File: config.mk
export PLATFORM = sky130hd
export DESIGN_NAME = ibex_load_store_resp
export DESIGN_NICKNAME = d
export VERILOG_FILES = /design/src/rtl/ibex_load_store_resp.sv
export SDC_FILE = /design/constraint.sdc
export NUM_CORES = 1
export LEC_CHECK = 0
export ABC_AREA = 1
export CAP_MARGIN = 10
export CORE_UTILIZATION = 50
export DETAILED_ROUTE_END_ITERATION = 8
export PLACE_DENSITY = 0.86
export SYNTH_ARGS = -nofsm -noshare
export SYNTH_HDL_FRONTEND = slang
export SYNTH_SLANG_ARGS = --single-unit
File: constraint.sdc
create_clock -name clk_i -period 3.95 [get_ports clk_i]
set_input_delay 0.9875 -clock clk_i [delete_from_list [all_inputs] [get_ports clk_i]]
set_output_delay 0.9875 -clock clk_i [all_outputs]
set_load 0.02 [all_outputs]
File: src/rtl/ibex_load_store_resp.sv
// rtl/ibex_load_store_resp.sv - LSU response tracker: split handling, load alignment/extension, completion pulse
// Optional IBEX_LOAD_STORE_RESP_PERF_EN adds saturating perf_loads_o / perf_split_o counters.
module ibex_load_store_resp #(
  parameter logic MisalignedEn = 1'b1
) (
  input  logic        clk_i,
  input  logic        rst_ni,
  input  logic        req_valid_i,
  output logic        ready_o,
  input  logic        req_we_i,
  input  logic [1:0]  req_type_i,
  input  logic        req_sign_ext_i,
  input  logic [1:0]  req_offset_i,
  input  logic [4:0]  req_waddr_i,
  input  logic        data_rvalid_i,
  input  logic [31:0] data_rdata_i,
  input  logic        data_err_i,
  output logic        lsu_data_valid_o,
  output logic        rf_we_o,
  output logic [4:0]  rf_waddr_o,
  output logic [31:0] rf_wdata_o,
  output logic        load_err_o,
  output logic        store_err_o,
`ifdef IBEX_LOAD_STORE_RESP_PERF_EN
  output logic [31:0] perf_loads_o,
  output logic [31:0] perf_split_o,
`endif
  output logic        busy_o
);

  typedef enum logic [1:0] {IDLE, WAIT_ONLY, WAIT_1, WAIT_2} state_e;

  state_e      r_state;
  logic        r_we;
  logic [1:0]  r_type;
  logic        r_sign;
  logic [1:0]  r_offset;
  logic [4:0]  r_waddr;
  logic [31:0] r_hold;
  logic        r_err;

  logic        w_req_split;
  logic [4:0]  w_lo_shift;
  logic [5:0]  w_hi_shift;
  logic [31:0] w_rot;
  logic [31:0] w_data;
  logic [31:0] w_ext;
  logic        w_err;

  assign w_req_split = ((req_type_i == 2'b00) && (req_offset_i != 2'b00)) ||
                       ((req_type_i == 2'b01) && (req_offset_i == 2'b11));

  // Second response supplies the upper bytes that the first word could not.
  assign w_lo_shift = {r_offset, 3'b000};
  assign w_hi_shift = 6'd32 - {1'b0, w_lo_shift};
  assign w_rot      = data_rdata_i >> w_lo_shift;
  assign w_data     = (r_state == WAIT_2) ? (r_hold | (data_rdata_i << w_hi_shift)) : w_rot;
  assign w_err      = r_err | data_err_i;

  always_comb begin
    w_ext = w_data;
    case (r_type)
      2'b00:   w_ext = w_data;
      2'b01:   w_ext = {{16{r_sign & w_data[15]}}, w_data[15:0]};
      default: w_ext = {{24{r_sign & w_data[7]}}, w_data[7:0]};
    endcase
  end

  assign ready_o = (r_state == IDLE);
  assign busy_o  = ~ready_o;

  always_ff @(posedge clk_i or negedge rst_ni) begin
    if (!rst_ni) begin
      r_state          <= IDLE;
      r_we             <= 1'b0;
      r_type           <= 2'b00;
      r_sign           <= 1'b0;
      r_offset         <= 2'b00;
      r_waddr          <= 5'd0;
      r_hold           <= 32'd0;
      r_err            <= 1'b0;
      lsu_data_valid_o <= 1'b0;
      rf_we_o          <= 1'b0;
      rf_waddr_o       <= 5'd0;
      rf_wdata_o       <= 32'd0;
      load_err_o       <= 1'b0;
      store_err_o      <= 1'b0;
`ifdef IBEX_LOAD_STORE_RESP_PERF_EN
      perf_loads_o     <= 32'd0;
      perf_split_o     <= 32'd0;
`endif
    end else begin
      lsu_data_valid_o <= 1'b0;
      rf_we_o          <= 1'b0;
      load_err_o       <= 1'b0;
      store_err_o      <= 1'b0;
      case (r_state)
        IDLE: begin
          if (req_valid_i) begin
            r_we     <= req_we_i;
            r_type   <= req_type_i;
            r_sign   <= req_sign_ext_i;
            r_offset <= req_offset_i;
            r_waddr  <= req_waddr_i;
            // Without split support a two-transaction access is an error up front.
            r_err    <= w_req_split & ~MisalignedEn;
            r_state  <= (w_req_split && MisalignedEn) ? WAIT_1 : WAIT_ONLY;
          end
        end
        WAIT_1: begin
          if (data_rvalid_i) begin
            r_hold  <= w_rot;
            r_err   <= w_err;
            r_state <= WAIT_2;
          end
        end
        default: begin
          if (data_rvalid_i) begin
            lsu_data_valid_o <= 1'b1;
            rf_we_o          <= ~r_we & ~w_err;
            load_err_o       <= ~r_we & w_err;
            store_err_o      <= r_we & w_err;
            rf_waddr_o       <= r_waddr;
            rf_wdata_o       <= w_ext;
            r_state          <= IDLE;
`ifdef IBEX_LOAD_STORE_RESP_PERF_EN
            if (!r_we && !w_err && (perf_loads_o != 32'hFFFF_FFFF))
              perf_loads_o <= perf_loads_o + 32'd1;
            if ((r_state == WAIT_2) && (perf_split_o != 32'hFFFF_FFFF))
              perf_split_o <= perf_split_o + 32'd1;
`endif
          end
        end
      endcase
    end
  end

  a_req_when_busy: assert property (@(posedge clk_i) disable iff (!rst_ni) req_valid_i |-> ready_o)
    else $warning("req_valid_i while busy is ignored");
  a_rvalid_when_idle: assert property (@(posedge clk_i) disable iff (!rst_ni) data_rvalid_i |-> !ready_o)
    else $warning("data_rvalid_i while idle is ignored");

endmodule

==> reports/metrics.yaml <==
run_status: "complete, no violations"
grt_use_total: 0.291
crit_path_top_delay_cell: "sky130_fd_sc_hd__inv_1"
num-nets-final: 817
netlist_instances: 697
grt_first_pass_wirelength_um: 23000
report.final.hold_viol_count: 0
h-tree-depth: 3
synthesis.nets: 746
drt-vias-per-instance: 5.52
worstPathCellList: "clkdlybuf4s50_1 > nand2_1 > inv_1 > buf_4 > nor2_1 > a31oi_1"
drt-pass1-iter-count: 5
yosys_warnings: 0
layout.area.seq_mm2: 0.00218
slew-limit-headroom: 0.424
worst-endpoint-arrival_ps: 2960
synthesis_stage_register_bit_count: 87
syn-cell-area_mm2: 0.00486
post-route-drc-count: 0
timing.final.crit_share: 0.676
synth.yosys.seq_area_share: 0.448
dp_hpwl_um: 9330
totalNegativeSetupSlack_ps: 0
pin_count: 91
postCtsHoldBufs: 0
whs_ps: 482
grt_setup_unrepaired: "no"
ctsLongestPathBuffers: 2
power_density_mw_per_mm2: 856
maxCapViolCount: 0
share_of_yosys_cell_area_claimed_by_the_top_area_cell_type: 0.448
drt_iter0_drc: 403
cts_setup_buffers: 0
peak_freq_mhz: 374
root_buffer: "sky130_fd_sc_hd__clkbuf_8"
fp.dieW_um: 101
cts_inserted_buffers: 9
p_leak_nw: 2.88
routed_wire_length_per_instance_um: 15.4
numPortBuffers: 90
hold_path_class: "register to register"
most-common-layout-cells: "249 x sky130_fd_sc_hd__nand2_1, 120 x sky130_fd_sc_hd__nor2_1, 89 x sky130_fd_sc_hd__clkdlybuf4s50_1, 87 x sky130_fd_sc_hd__dfrtp_1, 44 x sky130_fd_sc_hd__nand3_1"
clock_sinks: 87
fin_skew_ps: 6.15
place.gp.congestion: 0.863
n_fill_cell: 855
cts_resized: 0
netlist-cell-type-count: 29
rows: 35
grt_antenna_before_repair: 0
multi_input_comb_area_mm2: 0.00237
clkSlewWorstSetupHoldPaths_ps: 90
fp.dieH_um: 101
totalWireLength_um: 13900
drt.antenna.violating_nets: 0
drv_slew: 0
setup_violations: 0
core-area_mm2: 0.00933
diodes: 0
layout-drive-gt1-share: 0.0635
areaGrowthSynthToFinish_pct: 23.0
number_of_global_route_vias_before_repair: 4930
cts_tree: "built"
timing.critical_path.from_type: "input port"
timing_worst_slew_pin_value_ps: 865
ir_drop_mv: 0.504
pin_count_of_the_biggest_net_entering_global_routing: 69
synth_top_cells_by_area: "sky130_fd_sc_hd__dfrtp_1 45%, sky130_fd_sc_hd__nand2_1 19%, sky130_fd_sc_hd__nor2_1 9.3%"
cp-end-kind: "register"
post_synth.cell_area_avg_um2: 6.97
critical_path.max_fanout: 30
grt_overflow_total: 0
initial_utilization: 0.521
clock_latency_ps: 360
num_vias: 4977
die-area_mm2: 0.0101
synth.largest_area_cell: "sky130_fd_sc_hd__dfrtp_1"
worstPathRequired_ps: 4240
most_common_cell_after_layout_fill_and_taps_aside: "sky130_fd_sc_hd__nand2_1"
worstSetupPathType: "input port to register"
cpPeakStageDelay_ps: 620
final_period_minus_worst_setup_slack_ps: 2670
## cells by family after synthesis
group | Yosys count | share of synthesized area
AOI/OAI and AO/OA | 105 | 0.119
adders and majority gates | 1 | 0.00258
buffers and inverters | 64 | 0.0631
DFF | 87 | 0.448
and+or+nand+nor | 440 | 0.367
## power breakdown
| group | internal, mW | switching, mW | total (mW) |
|---|---|---|---|
| Combinational | 1.09 | 1.79 | 2.88 |
| Sequential | 1.29 | 0.310 | 1.61 |
| Clock | 0.293 | 0.335 | 0.628 |
## cell usage after synthesis
cell and instances:
sky130_fd_sc_hd__a211oi_1 1, sky130_fd_sc_hd__a21oi_1 37, sky130_fd_sc_hd__a21oi_2 1, sky130_fd_sc_hd__a31oi_1 1, sky130_fd_sc_hd__buf_1 2, sky130_fd_sc_hd__buf_2 17
sky130_fd_sc_hd__buf_4 4, sky130_fd_sc_hd__buf_6 4, sky130_fd_sc_hd__clkbuf_1 14, sky130_fd_sc_hd__dfrtp_1 87, sky130_fd_sc_hd__ha_1 1, sky130_fd_sc_hd__inv_1 20
sky130_fd_sc_hd__inv_2 3, sky130_fd_sc_hd__nand2_1 249, sky130_fd_sc_hd__nand2_4 2, sky130_fd_sc_hd__nand3_1 44, sky130_fd_sc_hd__nand3_2 1, sky130_fd_sc_hd__nand3b_2 1
sky130_fd_sc_hd__nor2_1 120, sky130_fd_sc_hd__nor2_2 1, sky130_fd_sc_hd__nor3_1 8, sky130_fd_sc_hd__nor4_1 1, sky130_fd_sc_hd__o211ai_1 6, sky130_fd_sc_hd__o21a_1 1
sky130_fd_sc_hd__o21ai_0 43, sky130_fd_sc_hd__o21ai_1 7, sky130_fd_sc_hd__o22a_1 7, sky130_fd_sc_hd__o22ai_1 1, sky130_fd_sc_hd__or2_2 13
## per-stage QoR
step | cell area, µm² | cells | setup slack, ps | utilization | power, mW
after floorplan | 4860 | 697 | 1960 | - | 3.46
after global placement | 5780 | 886 | 997 | 0.620 | 4.36
after detailed placement | 5780 | 886 | 887 | 0.620 | 4.45
after CTS | 5970 | 901 | 1270 | 0.640 | 5.08
after global routing | 5970 | 901 | 1110 | 0.640 | 5.51
final | 5970 | 901 | 1280 | 0.640 | 5.11
## registers in the layout, summed over array words and instances (netlist names)
signal and flops:
r_state 2, rf_waddr_o 5, store_err_o 1, r_waddr 5, r_hold 32, rf_wdata_o 32, lsu_data_valid_o 1, r_offset 2
r_sign 1, r_we 1, r_err 1, load_err_o 1, rf_we_o 1, r_type 2
## metal layers
metal / track usage / routed length, µm
met3: 0.0437 / 1150
met5: 0 / 0
met1: 0.380 / 5820
met2: 0.472 / 6380
met4: 0.152 / 515
## path summary, 6_finish.rpt
check	from	end	slack (ps)	cells past startpoint
setup / recovery	data_rvalid_i	rf_wdata_o[15]	1280	6
hold / removal	r_waddr[4]	rf_waddr_o[4]	480	2
setup reg to reg	r_offset[1]	rf_wdata_o[27]	1340	10
hold reg to reg	r_waddr[4]	rf_waddr_o[4]	480	2
max in group asynchronous	rst_ni	rf_waddr_o[1]	2530	2
min in group asynchronous	rst_ni	r_hold[19]	710	1
## worst max-delay path: cells and delay by family
family          cells  cell delay, ps
compound gates      1             140
buf+inv             3            1540
simple gates        2             260
## cell type report
cell class	instances	area share
sequential	87	0.364
timing repair buffer	101	0.164
multi-input combinational	546	0.397
tap	129	0.0270
clock inverter	6	0.0117
clock buffer	9	0.0207
inverter	23	0.0145
No activity file was read; power rests on OpenSTA's default activity.
